File: config.mk
export PLATFORM = sky130hd
export DESIGN_NAME = line_window_reader
export DESIGN_NICKNAME = d
export VERILOG_FILES = /design/src/rtl/line_window_reader.sv
export SDC_FILE = /design/constraint.sdc
export NUM_CORES = 1
export LEC_CHECK = 0
export CAP_MARGIN = 20
export CORE_MARGIN = 2
export CORE_UTILIZATION = 23
export CTS_CLUSTER_DIAMETER = 60
export DETAILED_ROUTE_END_ITERATION = 8
export GPL_TIMING_DRIVEN = 0
export PLACE_DENSITY = 0.5
export SYNTH_ARGS = -nofsm -noshare
export SYNTH_HDL_FRONTEND = slang
export SYNTH_SLANG_ARGS = --single-unit
File: constraint.sdc
create_clock -name Clock -period 1.63 [get_ports Clock]
set_clock_uncertainty 0.2 [all_clocks]
set_input_delay 0.489 -clock Clock [delete_from_list [all_inputs] [get_ports Clock]]
set_output_delay 0.489 -clock Clock [all_outputs]
set_load 0.01 [all_outputs]
File: src/rtl/line_window_reader.sv
// Line-buffer side controller: writes the incoming raster pixel stream into the
// line storage, reads back the previous-line column and builds an n x n binary window.
//
// state | meaning
// IDLE  | waiting for the first pixel of a frame
// RUN   | accepting pixels of the current frame
// DONE  | last pixel taken, draining the pipeline until FrameDone
module line_window_reader #(
    parameter int ImageWidth  = 7,
    parameter int ImageHeight = 7,
    parameter int WindowSize  = 3,
    localparam int AddrWidth  = $clog2(ImageWidth + 1)
) (
    input  logic                               Clock,
    input  logic                               nReset,
    input  logic                               InValid,
    input  logic                               InData,
    output logic                               InReady,
    output logic                               BufWriteEnable,
    output logic [AddrWidth-1:0]               BufAddr,
    output logic                               BufData,
    input  logic [WindowSize-2:0]              BufLineData,
    output logic                               WindowValid,
    output logic [WindowSize*WindowSize-1:0]   Window,
    output logic [AddrWidth:0]                 WindowRow,
    output logic [AddrWidth-1:0]               WindowCol,
    output logic                               FrameDone
);

    localparam int N = WindowSize;

    localparam logic [1:0] StIdle = 2'd0;
    localparam logic [1:0] StRun  = 2'd1;
    localparam logic [1:0] StDone = 2'd2;

    localparam logic [AddrWidth-1:0] LastCol   = AddrWidth'(ImageWidth - 1);
    localparam logic [AddrWidth:0]   LastRow   = (AddrWidth + 1)'(ImageHeight - 1);
    localparam logic [AddrWidth-1:0] FirstCol  = AddrWidth'(N - 1);
    localparam logic [AddrWidth:0]   FirstRow  = (AddrWidth + 1)'(N - 1);

    logic [1:0]             state;
    logic [AddrWidth-1:0]   col;
    logic [AddrWidth:0]     row;
    logic [AddrWidth-1:0]   last_addr;
    logic                   accept;
    logic                   last_pixel;

    logic                   s1_valid;
    logic                   s1_pixel;
    logic                   s1_last;
    logic [AddrWidth-1:0]   s1_col;
    logic [AddrWidth:0]     s1_row;
    logic                   s2_last;

    logic [N-1:0]           col_vec;
    logic [N*N-1:0]         window_next;

    // A pixel presented while reset is asserted is not taken, so the storage
    // interface stays quiet during reset.
    assign InReady    = (state != StDone);
    assign accept     = InValid & InReady & nReset;
    assign last_pixel = (row == LastRow) && (col == LastCol);

    assign BufWriteEnable = accept;
    assign BufAddr        = accept ? col : last_addr;
    assign BufData        = accept & InData;

    assign col_vec = {s1_pixel, BufLineData};

    always_comb begin
        window_next = Window;
        for (int r = 0; r < N; r++) begin
            window_next[r*N +: N] = {col_vec[r], Window[r*N+1 +: N-1]};
        end
    end

    always_ff @(posedge Clock) begin
        if (!nReset) begin
            state <= StIdle;
        end else begin
            case (state)
                StIdle:  if (accept) state <= last_pixel ? StDone : StRun;
                StRun:   if (accept && last_pixel) state <= StDone;
                StDone:  if (FrameDone) state <= StIdle;
                default: state <= StIdle;
            endcase
        end
    end

    always_ff @(posedge Clock) begin
        if (!nReset) begin
            col       <= '0;
            row       <= '0;
            last_addr <= '0;
        end else if (accept) begin
            last_addr <= col;
            if (col == LastCol) begin
                col <= '0;
                row <= (row == LastRow) ? '0 : row + 1'b1;
            end else begin
                col <= col + 1'b1;
            end
        end
    end

    always_ff @(posedge Clock) begin
        if (!nReset) begin
            s1_valid <= 1'b0;
            s1_pixel <= 1'b0;
            s1_last  <= 1'b0;
            s1_col   <= '0;
            s1_row   <= '0;
        end else begin
            s1_valid <= accept;
            s1_last  <= accept & last_pixel;
            if (accept) begin
                s1_pixel <= InData;
                s1_col   <= col;
                s1_row   <= row;
            end
        end
    end

    // The window shifts only on accepted pixels; columns left over from the
    // previous line are hidden because WindowValid is low for col < n-1.
    always_ff @(posedge Clock) begin
        if (!nReset) begin
            Window      <= '0;
            WindowValid <= 1'b0;
            WindowRow   <= '0;
            WindowCol   <= '0;
            s2_last     <= 1'b0;
            FrameDone   <= 1'b0;
        end else begin
            WindowValid <= s1_valid && (s1_row >= FirstRow) && (s1_col >= FirstCol);
            s2_last     <= s1_valid & s1_last;
            FrameDone   <= s2_last;
            if (s1_valid) begin
                Window    <= window_next;
                WindowRow <= s1_row;
                WindowCol <= s1_col;
            end
        end
    end

endmodule

==> run summary, run 1 <==
1st-pass router iterations = 4
RePlAce Congestion = 0.747
Synthesis-stage register bit count = 41
Iter 0 DRT Violations = 43
Post-Syn Area = 0.00152 mm²
Multi-input logic area = 674 µm²
Most numerous cell in the Yosys netlist = dfxtp_1
Adder-cell area share of the yosys netlist = 0%
Crit Path Max Fanout = 3
Worst-Skew Late Latency = 0.30 ns
Worst Hold Class = flip-flop to flip-flop
Slew headroom = 65.1%
CTS tree = yes
Post-route ant nets = 0
Fin area = 0.00214 mm²
Die W = 85.2 µm
Final setup vio count = 14
# clock sinks = 41
Post-synth top cells = dfxtp_1, nor2_1, mux2i_1
Max incr delay on CP = 0.34 ns
Min Tclk post-route = 2.06 ns
Total number of vias = 1,193
TritonCTS buffer count = 5
Vias in the first global route = 1,172
Placeable core area = 0.00635 mm²
Kind of critical path = flip-flop to output pin
Syn avg cell area = 9.98 µm²
# fillers = 636
IO Count = 30
PortBufs = 29
Clk slew on worst S/H paths = 0.08 ns
WHS Path Cells = 1
Clk Tree Root Cell = clkbuf_8
Antenna Cells = 0
Overflow after GRT = 0
Flop2flop setup slack = -0.10 ns
Die H = 85.2 µm
Fmax = 486 MHz
Synth-to-Final Area Change = 40.9%
Routed len/inst = 12.3 µm
CP Capture Type = output pin
Critical Path AT = 1.37 ns
Setup WS post-layout = -0.429 ns
DRC violation count after routing = 0
H-tree depth = 2
Via-per-instance ratio = 4.29
Post-Route WL = 3420 µm
Post-Route Utilization = 33.7%
GRT Util Overall = 10.0%
RSZ-0062 raised after global routing = true
Initial antenna violation count = 0
Simple-Gate Fraction of Synth Area = 20.0%
Worst path slowest cell = dfxtp_2
Syn. warnings = 0
Slew @ Worst Pin = 0.523 ns
Bufs and invs on worst path = 2
Cell Chain, Critical Path = nor2b_4 > inv_4 > nand3_4 > mux2_4 > buf_6
Post-Syn Nets = 158
Final Max Tran Viols = 0
Largest family of logic cells by synthesized area = simple AND/OR/NAND/NOR gates
Clk buf depth = 2
Hold buffer count at CTS = 0
Portion of netlist area occupied by mux cells = 11.3%
XOR/XNOR Fraction of Synth Area = 1.15%
FF/Latch Area = 823 µm²
First-pass GRT wire length = 5660 µm
Asr flop ratio synth = 0%
Area share of the largest cell type after synthesis = 54.1%
Yosys cell types = 33
Startpoint Class = flip-flop
Stages on the worst setup path = 5
Failing checks = setup timing
Largest net degree at the start of global routing = 14
Leakage = 0.927 nW
Worst Path Required = 0.94 ns
Max VDD drop = 303 µV
Post-DP HPWL = 2230 µm
EDFF count, synth = 0
Layout cells sized above 1 = 28.4%
Delay-heaviest family, CP = flip-flops
Final Hold Fails = 0
Mapped Cells = 152
Synth Area in Compound Gates = 9.48%
Die footprint = 0.00726 mm²
Status = finished, violations left
Crit share post-route = 126%
Post-synth top area cell = dfxtp_1
Most used DFF post-synth = dfxtp_1
Final-stage net count = 206
Max-cap violation count = 0
Post-synthesis sequential area ratio = 54.1%
Pwr Density = 946 mW/mm²
Rows = 29
Initial Util = 23.9%
Reg2Reg Depth = 7
Synth area leaders = dfxtp_1, mux2i_1, nor2_1
Worst hold slack = 0.239 ns
Placed instance area = 0.00193 mm²
-- registers in the layout, summed over array words and instances, names as in the netlist, 2 cells and up --
signal	flops
WindowRow	4
last_addr	3
s1_col	3
row	4
WindowCol	3
s1_row	4
state	2
Window	9
col	3
-- metrics by stage --
step / instances / power [mW] / setup slack (ns) / setup TNS [ns]
after global placement: 258 / 1.18 / -1.28 / -25.74
after detailed placement: 258 / 1.18 / -1.28 / -26.37
after CTS: 275 / 2.05 / -0.446 / -2.93
final: 278 / 2.02 / -0.429 / -2.82
after global routing: 278 / 2.12 / -0.497 / -4.14
after floorplan: 152 / 1.12 / -0.0419 / -0.0994
-- path summary, 6_finish.rpt --
kind                                from          to
worst max-delay path            state[1]  BufAddr[2]
worst min-delay path             s2_last   FrameDone
worst min register to register   s2_last   FrameDone
worst max register to register  state[1]   s1_row[0]
-- cell families after synthesis --
logic type / after synthesis
AOI/OAI and AO/OA: 21
xor gates and xnor gates: 2
buffers and inverters: 12
DFF: 41
muxes: 17
and+or+nand+nor: 59
-- layout make-up --
type,instances,share of cell area (%)
well taps,77,4.51
flip-flops and latches,41,38.5
clock buffers,6,3.86
multi-input cells,99,31.5
repair buffers,41,16.4
inverters,5,1.35
plain buffers,7,2.05
clock inverters,2,1.76
-- cell usage in the layout, fill, tap and decap left out, types with 3 or more instances in the layout --
cell and instances:
dfxtp_1 39, nor2_1 23, mux2i_1 16, nand2_1 12, buf_4 11, clkbuf_2 9, clkdlybuf4s15_1 9, clkbuf_8 6
o21ai_0 5, buf_6 5, nand3_1 4, a21oi_1 4, a22o_1 4, inv_1 3, clkbuf_1 3, buf_2 3
nor3_1 3, and3_1 3, clkdlybuf4s50_1 3
-- layer usage --
metal	up-vias	routed length (µm)	track usage (%)
met2	24	1510	14.6
met3	6	174	4.18
met1	548	1680	13.3
met5	-	0	0
met4	0	50	3.90
li1	615	-	-
-- what timing repair did --
item,4_1_cts,5_1_grt
gates resized for setup,57,29
endpoints found under the setup margin,63,37
setup buffers,9,4
-- power breakdown --
part,switching (mW),internal [mW]
sequential,0.0144,1.02
combinational,0.0704,0.0663
clock,0.357,0.498
total,0.442,1.58
(Power assumes the default switching activity.)
==> run 2: changes to the inputs <==
GPL_ROUTABILITY_DRIVEN = 0   (was unset)
SKIP_CTS_REPAIR_TIMING = 1   (was unset)
==> run summary, run 2 (same netlist as run 1, synthesis figures left out) <==
Worst-Skew Late Latency = 0.30 ns (about the same)
Reg2reg end = col[2]
Commonest non-fill, non-tap cell in the layout = dfxtp_1
First-pass GRT wire length = 5490 µm (-3.2%)
Worst Path Required = 0.94 ns (about the same)
DRC violation count after routing = 0 (unchanged)
Status = finished, violations left
Commonest cells after routing, fill and taps aside = dfxtp_1, nor2_1, dlymetal6s2s_1
Final setup vio count = 6 (-8)
Most flop-heavy register = Window
CP Capture Type = output pin
Largest net degree at the start of global routing = 14 (unchanged)
Placeable core area = 0.00635 mm² (unchanged)
Post-route ant nets = 0 (unchanged)
Total number of vias = 1,164 (-2.4%)
Max FFs per register = 9 (unchanged)
Die footprint = 0.00726 mm² (unchanged)
Flop2flop setup slack = 0.03 ns (+0.13 ns)
Crit Path Max Fanout = 7 (+4)
Die H = 85.2 µm (unchanged)
TritonCTS buffer count = 5 (unchanged)
Iter 0 DRT Violations = 44 (+2.3%)
Setup WS post-layout = -0.468 ns (-0.0390 ns)
Cell Chain, Critical Path = nor2b_4 > inv_4 > nand3_4 > buf_8 > inv_8 > and2_4 > buf_6
1st-pass router iterations = 4 (unchanged)
Hold Path End = FrameDone
Crit Reg-Reg Startpoint = state[1]
Bufs and invs on worst path = 4 (+2)
CP startpoint = state[1]
GRT Util Overall = 9.76% (-0.28 points)
Clk Tree Root Cell = clkbuf_8
Crit share post-route = 129% (+2.4 points)
Pwr Density = 919 mW/mm² (-2.9%)
Initial antenna violation count = 0 (unchanged)
Post-Route Utilization = 34.6% (+0.95 points)
Final-stage net count = 203 (-1.5%)
Failing checks = setup timing
Delay-heaviest family, CP = simple AND/OR/NAND/NOR gates
Fin area = 0.00220 mm² (+2.8%)
Initial Util = 23.9% (unchanged)
Leakage = 1.23 nW (+33%)
Kind of critical path = flip-flop to output pin
# clock sinks = 41 (unchanged)
PortBufs = 29 (unchanged)
Vias in the first global route = 1,110 (-5.3%)
Overall Power = 2.02 mW (-0.14%)
Worst Hold Class = flip-flop to flip-flop
Layout cells sized above 1 = 21.7% (-6.6 points)
Final Hold Fails = 0 (unchanged)
Clk slew on worst S/H paths = 0.08 ns (about the same)
Min Tclk post-route = 2.10 ns (+0.0390 ns)
WHS Path Cells = 1 (unchanged)
Final std cells w/o fill = 275 (-1.1%)
Max-cap violation count = 0 (unchanged)
Hold wc startpoint = s2_last
CTS tree = yes
Reg2Reg Depth = 6 (-1)
Synth-to-Final Area Change = 44.8%
Startpoint Class = flip-flop
Placed instance area = 0.00193 mm² (unchanged)
Fmax = 477 MHz (-1.9%)
Antenna Cells = 0 (unchanged)
Routed len/inst = 12.3 µm (+0.20%)
Critical Path AT = 1.41 ns (+0.04 ns)
H-tree depth = 2 (unchanged)
Slew @ Worst Pin = 0.526 ns (+0.00266 ns)
Final Max Tran Viols = 0 (unchanged)
Via-per-instance ratio = 4.23 (-1.4%)
Overflow after GRT = 0 (unchanged)
Post-DP HPWL = 2230 µm (unchanged)
Worst path slowest cell = dfxtp_2
Max incr delay on CP = 0.35 ns (about the same)
Placed cell count = 258 (unchanged)
Post-Route WL = 3390 µm (-0.88%)
RSZ-0062 raised after global routing = true
Slew headroom = 64.9% (-0.18 points)
Max VDD drop = 293 µV (-3.3%)
Clk buf depth = 2 (unchanged)
Die W = 85.2 µm (unchanged)
IO Count = 30 (unchanged)
Rows = 29 (unchanged)
[run 2: cell types whose count changed in the layout (fill, tap and decap cells not counted), sizes merged]
cell | before | now
clkdlybuf4s15 | 11 | 0
clkbuf | 19 | 10
dlymetal6s2s | 0 | 20
buf | 21 | 18
[run 2: power by group]
group / leakage [nW] / switching (mW) / total, mW / internal [mW]
clock network: 0.0574 / 0.358 / 0.856 / 0.498
registers: 0.332 / 0.0143 / 1.03 / 1.02
logic: 0.844 / 0.0690 / 0.133 / 0.0640
total: 1.23 / 0.442 / 2.02 / 1.58
[run 2: routing by layer]
| layer | wire length (µm) | track usage (%) | vias to the layer above |
|---|---|---|---|
| li1 | - | - | 611 |
| met3 | 161 | 4.18 | 6 |
| met4 | 50 | 3.90 | 0 |
| met5 | 0 | 0 | - |
| met2 | 1470 | 13.5 | 22 |
| met1 | 1700 | 13.3 | 525 |
[run 2: worst max-delay path by stage]
stage / to / slack [ns] / cells after the start
2_1_floorplan: BufData / -0.04 / 6
3_3_place_gp: BufData / -1.28 / 6
3_5_place_dp: BufData / -1.28 / 6
4_1_cts: BufData / -1.29 / 6
5_1_grt: BufData / -0.54 / 7
6_report: BufData / -0.47 / 7
[run 2: cell type report]
cell class / instances / area, µm²
fillers: 637 / 4150
multi-input cells: 99 / 683
plain buffers: 7 / 43.8
clock buffers: 6 / 82.6
well taps: 77 / 96.3
clock inverters: 2 / 37.5
inverters: 5 / 28.8
repair buffers: 38 / 403
flip-flops and latches: 41 / 823
[run 2: through the flow]
stage	setup TNS, ns	worst slack [ns]	hold WS (ns)
after floorplan	-0.0994	-0.0419	0.206
after global placement	-25.74	-1.28	0.223
after detailed placement	-26.37	-1.28	0.225
after CTS	-18.47	-1.29	0.248
after global routing	-2.92	-0.539	0.270
final	-2.39	-0.468	0.237
==> run 3: changes to the inputs <==
SLEW_MARGIN = 5   (was unset)
==> results of run 3 <==
No change in the layout: final DEF, timing and power equal those of run 2.
